`src/rtl/seg_pkg.sv`:
```
// Shared types and constants for the multiplexed 7-segment scan controller.
package seg_pkg;

  localparam int BCD_W      = 4;
  localparam int DIGITS_MAX = 8;

  typedef enum logic [1:0] {
    IDLE  = 2'd0,
    BLANK = 2'd1,
    DRIVE = 2'd2
  } state_e;

endpackage

```
`src/rtl/seg_slot_timer.sv`:
```
// Loadable down-counter shared by the BLANK and DRIVE intervals.
// done_o is high while the count sits at zero, i.e. in the last cycle of an
// interval that was loaded with (length - 1).
module seg_slot_timer #(
  parameter int W = 4
) (
  input  logic         clk,
  input  logic         rst_n,
  input  logic         clear_i,
  input  logic         load_i,
  input  logic [W-1:0] load_val_i,
  output logic         done_o
);

  logic [W-1:0] cnt_q, cnt_d;

  // Next count: clear beats load, load beats decrement, saturate at zero.
  // NOTE: every always_comb output gets a default first so no path can infer a latch.
  always_comb begin
    cnt_d = cnt_q;
    if (clear_i) begin
      cnt_d = '0;
    end else if (load_i) begin
      cnt_d = load_val_i;
    end else if (cnt_q != '0) begin
      cnt_d = cnt_q - W'(1);
    end
  end

  // Count register.
  // NOTE: state registers use non-blocking assignments so all flops update from pre-edge values.
  always_ff @(posedge clk or negedge rst_n) begin
    if (!rst_n) cnt_q <= '0;
    else        cnt_q <= cnt_d;
  end

  assign done_o = (cnt_q == '0);

endmodule

```
`src/rtl/seg_scan_ctrl.sv`:
```
// Scan controller: multiplexes a double-buffered BCD frame onto one shared
// registered 7-segment decoder with a dark guard interval before each digit.
// Optional build macro LEADING_ZERO_BLANK_EN keeps leading-zero digits dark.
module seg_scan_ctrl
  import seg_pkg::*;
#(
  parameter int DIGITS    = 4,
  parameter int TICK_DIV  = 1000,
  parameter int BLANK_CYC = 2
) (
  input  logic                    clk,
  input  logic                    rst_n,
  input  logic                    enable,
  input  logic [BCD_W*DIGITS-1:0] frame_data,
  input  logic                    frame_valid,
  output logic                    frame_ready,
  output logic [BCD_W-1:0]        num,
  output logic [DIGITS-1:0]       an,
  output logic                    frame_done
);

  localparam int FRAME_W  = BCD_W * DIGITS;
  localparam int SLOT_MAX = (TICK_DIV > BLANK_CYC) ? TICK_DIV : BLANK_CYC;
  localparam int CNT_W    = $clog2(SLOT_MAX + 1);
  localparam int IDX_W    = $clog2(DIGITS);

  localparam logic [CNT_W-1:0] BLANK_LOAD = CNT_W'(BLANK_CYC - 1);
  localparam logic [CNT_W-1:0] DRIVE_LOAD = CNT_W'(TICK_DIV - 1);
  localparam logic [IDX_W-1:0] LAST_IDX   = IDX_W'(DIGITS - 1);

  state_e             state_q, state_d;
  logic [IDX_W-1:0]   index_q, index_d;
  logic [FRAME_W-1:0] active_q, pending_q, frame_next;
  logic               pend_empty_q, pend_empty_d;
  logic [BCD_W-1:0]   num_q, num_d;
  logic [DIGITS-1:0]  an_q, an_d, digit_lit;
  logic               done_q, done_d;
  logic               timer_clear, timer_load, slot_done;
  logic [CNT_W-1:0]   timer_load_val;
  logic               load_accept, copy;

`ifdef LEADING_ZERO_BLANK_EN
  // A digit is lit if it or any more significant digit is nonzero; digit 0 always lit.
  function automatic logic [DIGITS-1:0] lit_mask(input logic [FRAME_W-1:0] frame);
    logic seen;
    lit_mask = '0;
    seen     = 1'b0;
    for (int i = DIGITS - 1; i >= 0; i--) begin
      seen        = seen | (frame[BCD_W*i +: BCD_W] != '0);
      lit_mask[i] = seen | (i == 0);
    end
  endfunction

  assign digit_lit = lit_mask(active_q);
`else
  assign digit_lit = '1;
`endif

  seg_slot_timer #(.W(CNT_W)) u_timer (
    .clk        (clk),
    .rst_n      (rst_n),
    .clear_i    (timer_clear),
    .load_i     (timer_load),
    .load_val_i (timer_load_val),
    .done_o     (slot_done)
  );

  assign load_accept = frame_valid && pend_empty_q;
  assign frame_next  = copy ? pending_q : active_q;

  // Scan FSM next state and registered outputs; enable low overrides everything.
  always_comb begin
    state_d        = state_q;
    index_d        = index_q;
    num_d          = num_q;
    an_d           = an_q;
    done_d         = 1'b0;
    timer_clear    = 1'b0;
    timer_load     = 1'b0;
    timer_load_val = BLANK_LOAD;
    copy           = 1'b0;

    if (!enable) begin
      state_d     = IDLE;
      index_d     = '0;
      an_d        = '0;
      timer_clear = 1'b1;
    end else begin
      unique case (state_q)
        IDLE: begin
          state_d    = BLANK;
          index_d    = '0;
          an_d       = '0;
          timer_load = 1'b1;
          copy       = !pend_empty_q;
        end
        BLANK: begin
          if (slot_done) begin
            state_d          = DRIVE;
            an_d             = '0;
            an_d[index_q]    = digit_lit[index_q];
            timer_load       = 1'b1;
            timer_load_val   = DRIVE_LOAD;
          end
        end
        DRIVE: begin
          if (slot_done) begin
            state_d    = BLANK;
            an_d       = '0;
            timer_load = 1'b1;
            if (index_q == LAST_IDX) begin
              index_d = '0;
              done_d  = 1'b1;
              copy    = !pend_empty_q;
            end else begin
              index_d = index_q + IDX_W'(1);
            end
          end
        end
        default: begin
          state_d = IDLE;
          an_d    = '0;
        end
      endcase
    end

    // The decoder input only changes on BLANK entry, so it settles while dark.
    if (state_d == BLANK && state_q != BLANK) begin
      num_d = frame_next[BCD_W*int'(index_d) +: BCD_W];
    end
  end

  // Pending buffer is freed by a copy and filled by an accepted load.
  always_comb begin
    pend_empty_d = pend_empty_q;
    if (load_accept)  pend_empty_d = 1'b0;
    else if (copy)    pend_empty_d = 1'b1;
  end

  // State, frame buffers and registered outputs.
  // NOTE: the frame buffers are reset too, since a reset must discard any displayed or pending frame.
  always_ff @(posedge clk or negedge rst_n) begin
    if (!rst_n) begin
      state_q      <= IDLE;
      index_q      <= '0;
      active_q     <= '0;
      pending_q    <= '0;
      pend_empty_q <= 1'b1;
      num_q        <= '0;
      an_q         <= '0;
      done_q       <= 1'b0;
    end else begin
      state_q      <= state_d;
      index_q      <= index_d;
      pend_empty_q <= pend_empty_d;
      num_q        <= num_d;
      an_q         <= an_d;
      done_q       <= done_d;
      if (copy)        active_q  <= pending_q;
      if (load_accept) pending_q <= frame_data;
    end
  end

  assign frame_ready = pend_empty_q;
  assign num         = num_q;
  assign an          = an_q;
  assign frame_done  = done_q;

endmodule
```
`config.mk`:
```
export PLATFORM = sky130hd
export DESIGN_NAME = seg_scan_ctrl
export DESIGN_NICKNAME = d
export VERILOG_FILES = /design/src/rtl/seg_pkg.sv /design/src/rtl/seg_slot_timer.sv /design/src/rtl/seg_scan_ctrl.sv
export SDC_FILE = /design/constraint.sdc
export NUM_CORES = 1
export LEC_CHECK = 0
export ABC_AREA = 1
export BUFFER_PORTS_ARGS = -buffer_cell sky130_fd_sc_hd__buf_2
export CORE_MARGIN = 8
export CORE_UTILIZATION = 40
export CTS_CLUSTER_SIZE = 24
export DETAILED_ROUTE_END_ITERATION = 10
export RECOVER_POWER = 50
export SYNTH_ARGS = -nofsm -noshare
export SYNTH_HDL_FRONTEND = slang
export SYNTH_HIERARCHICAL = 1
export SYNTH_SLANG_ARGS = --single-unit
```
`constraint.sdc`:
```
create_clock -name clk -period 4.4 [get_ports clk]
set_clock_uncertainty 0.2 [all_clocks]
set_input_delay 0.44 -clock clk [delete_from_list [all_inputs] [get_ports clk]]
set_output_delay 0.44 -clock clk [all_outputs]
set_load 0.02 [all_outputs]
```
==> metrics.txt <==
status=finished, violations left; failing checks=capacitance limit, slew limit; #FFs+latches synth=56; fin. max-slew vios=57; Mapped Cells=325; Yosys top cell area share=0.487; mapped cell area=0.00283 mm2; Hold Fails Final Rpt=0; Post-CTS Setup Bufs=0; Worst Hold Class=primary input to register; CTS tree=yes; port buffer count=29; Hold Buf Count CTS=0; Final period util=0.699; register area share after synthesis=0.496; Max Cap Viol=1; Yosys cell types=27; Data required, critical path=4410 ps; CP endpoint kind=register; Layout area overhead=12.2%; I/O Pins=30; CTS Root Cell=clkbuf_8; worst r2r src=u_timer/cnt_q[0]; endpoints failing setup=0; Min Clock Period, post-route=3070 ps; critical path fanouts, max=11; Overflow after GRT=0; DRC viols=0; Num CTS Buffers=5; clock sinks=56; Lkg Pwr=1.60 nW; top cells by area, synth=dfrtp_1 (49%), nand3_1 (10%), nand2_1 (10%); family with the most delay on the worst path=simple AND/OR/NAND/NOR gates; Crit Path Class=register to register; DRT Wirelength=5.80 mm; wire per inst=12.8 um; num rows=30; Worst-Skew Late Latency=310 ps; Die Y=100 um; Clock Tree Buf Depth=2; Worst path slowest cell=nor3_1; hpwl dp=4.28 mm; DR vias/cell=4.82; RSZ-0062 raised after global routing=no; Critical Path, Cell by Cell=inv_1 > ha_1 > nand2_1 > nor2_1 > nand2_1 > nor3_1 > a21oi_1 > nor3_1 > buf_4 > inv_1 > or2_2 > nand3_1 > nor2_2; initial antenna violation count=0; drt pass-1 iters=4; H-tree Lvls=2; core area=0.00683 mm2; maximum vdd drop=0.288 mV; RD Place Congestion=0.818; Initial Utilization=0.414; DRT antenna net count=0; pwr/cell area=658 mW/mm2; GRT Total Usage=0.125; Pwr Total=2.09 mW; crit-path max cell delay=540 ps; Die Area=0.0100 mm2; Worst EP arrival=3080 ps; TNS Setup=0 ps; Die Width=100 um; warnings from Yosys=6; area leader, netlist=dfrtp_1; worst-margin pin slew=2960 ps; Place WS=1300 ps; max_slew headroom=-0.970; HP Start=frame_valid; 1st-iter DRT viols=41; CP Launch Type=register; Syn Area/Cell=8.70 um2; clock-pin slew on the worst setup and hold paths=100 ps; post_cts resized=0; Worst Setup SP=u_timer/cnt_q[0]; vias in the first global route=2187; layout cell share with drive strength beyond 1=0.201; worst setup margin=1330 ps; nets@finish=387; # diodes=0; largest net degree at the start of global routing=57; f_max=325 MHz; WP buf/inv=3; global-route wire length before repair=10.2 mm; detailed-route via count=2193
## sequential cells by signal (all words and copies together) (netlist names)
name and cells:
pending_q 16, num 4, state_q 2, frame_ready 1, frame_done 1, an 4, u_timer/cnt_q 10, index_q 2
active_q 16
## metal layers
layer	GRT usage	vias to the layer above	wire length (um)
met4	0.0314	0	34
li1	-	1117	-
met5	0	-	0
met3	0.0304	4	176
met2	0.214	28	2820
met1	0.151	1044	2780
## placed cells by master, fill, tap and decap left out, types with 5 or more instances in the layout
| cell type | Yosys | final |
|---|---|---|
| nand2_1 | 76 | 76 |
| nand3_1 | 59 | 59 |
| dfrtp_1 | 55 | 55 |
| inv_1 | 29 | 29 |
| nor2_1 | 24 | 24 |
| buf_2 | 3 | 24 |
| mux2_2 | 16 | 16 |
| o21ai_0 | 11 | 11 |
| ha_1 | 9 | 9 |
| a21oi_1 | 8 | 8 |
| clkbuf_1 | 0 | 7 |
| clkbuf_8 | 0 | 5 |
| nor2_2 | 5 | 5 |
## kinds of logic after synthesis
| logic type | synth area share |
|---|---|
| AO/OA/AOI/OAI | 0.0452 |
| adder cells (fa/ha/maj) | 0.0398 |
| buffers and inverters | 0.0571 |
| flip-flops | 0.496 |
| multiplexers | 0.0637 |
| other | 0.00266 |
| AND/OR/NAND/NOR | 0.295 |
## per-stage QoR
stage,instance area [um2],instances,utilization,hold WS [ps]
6_report,3170,455,0.464,80.9
5_1_grt,3170,455,0.464,82.6
4_1_cts,3180,455,0.466,75.1
3_5_place_dp,3070,447,0.449,254
3_3_place_gp,3070,447,0.449,249
2_1_floorplan,2830,326,-,-55.6
## layout make-up
cell class                      count  area (um2)
Inverter                           32         120
Tap cell                           96         120
Clock inverter                      2        38.8
Fill cell                         699        3660
Multi-Input combinational cell    232        1270
Timing Repair Buffer               31         150
Sequential cell                    56        1400
Clock buffer                        6        72.6
## worst paths after layout
path | to | slack (ps) | depth (start not counted)
max reg2reg | u_timer/cnt_q[8] | 1330 | 13
max in group asynchronous | u_timer/cnt_q[7] | 1360 | 2
min | frame_ready | 80 | 2
min reg2reg | active_q[4] | 270 | 2
max | u_timer/cnt_q[8] | 1330 | 13
min in group asynchronous | pending_q[15] | 980 | 2
## power breakdown
part	switching (mW)	total (mW)	internal, mW
clock network	0.173	0.346	0.172
registers	0.118	0.845	0.728
logic	0.556	0.897	0.340
total	0.847	2.09	1.24
## Yosys cell counts (all sizes together)
| master | count |
|---|---|
| nand2 | 82 |
| nand3 | 61 |
| dfrtp | 55 |
| inv | 32 |
| nor2 | 31 |
| mux2 | 16 |
| o21ai | 13 |
| a21oi | 9 |
| ha | 9 |
| buf | 6 |
| or2 | 4 |
| conb | 2 |
| nor3 | 2 |
| dfstp | 1 |
| o211ai | 1 |
| o22ai | 1 |
No activity file was read; power rests on OpenSTA's default activity.
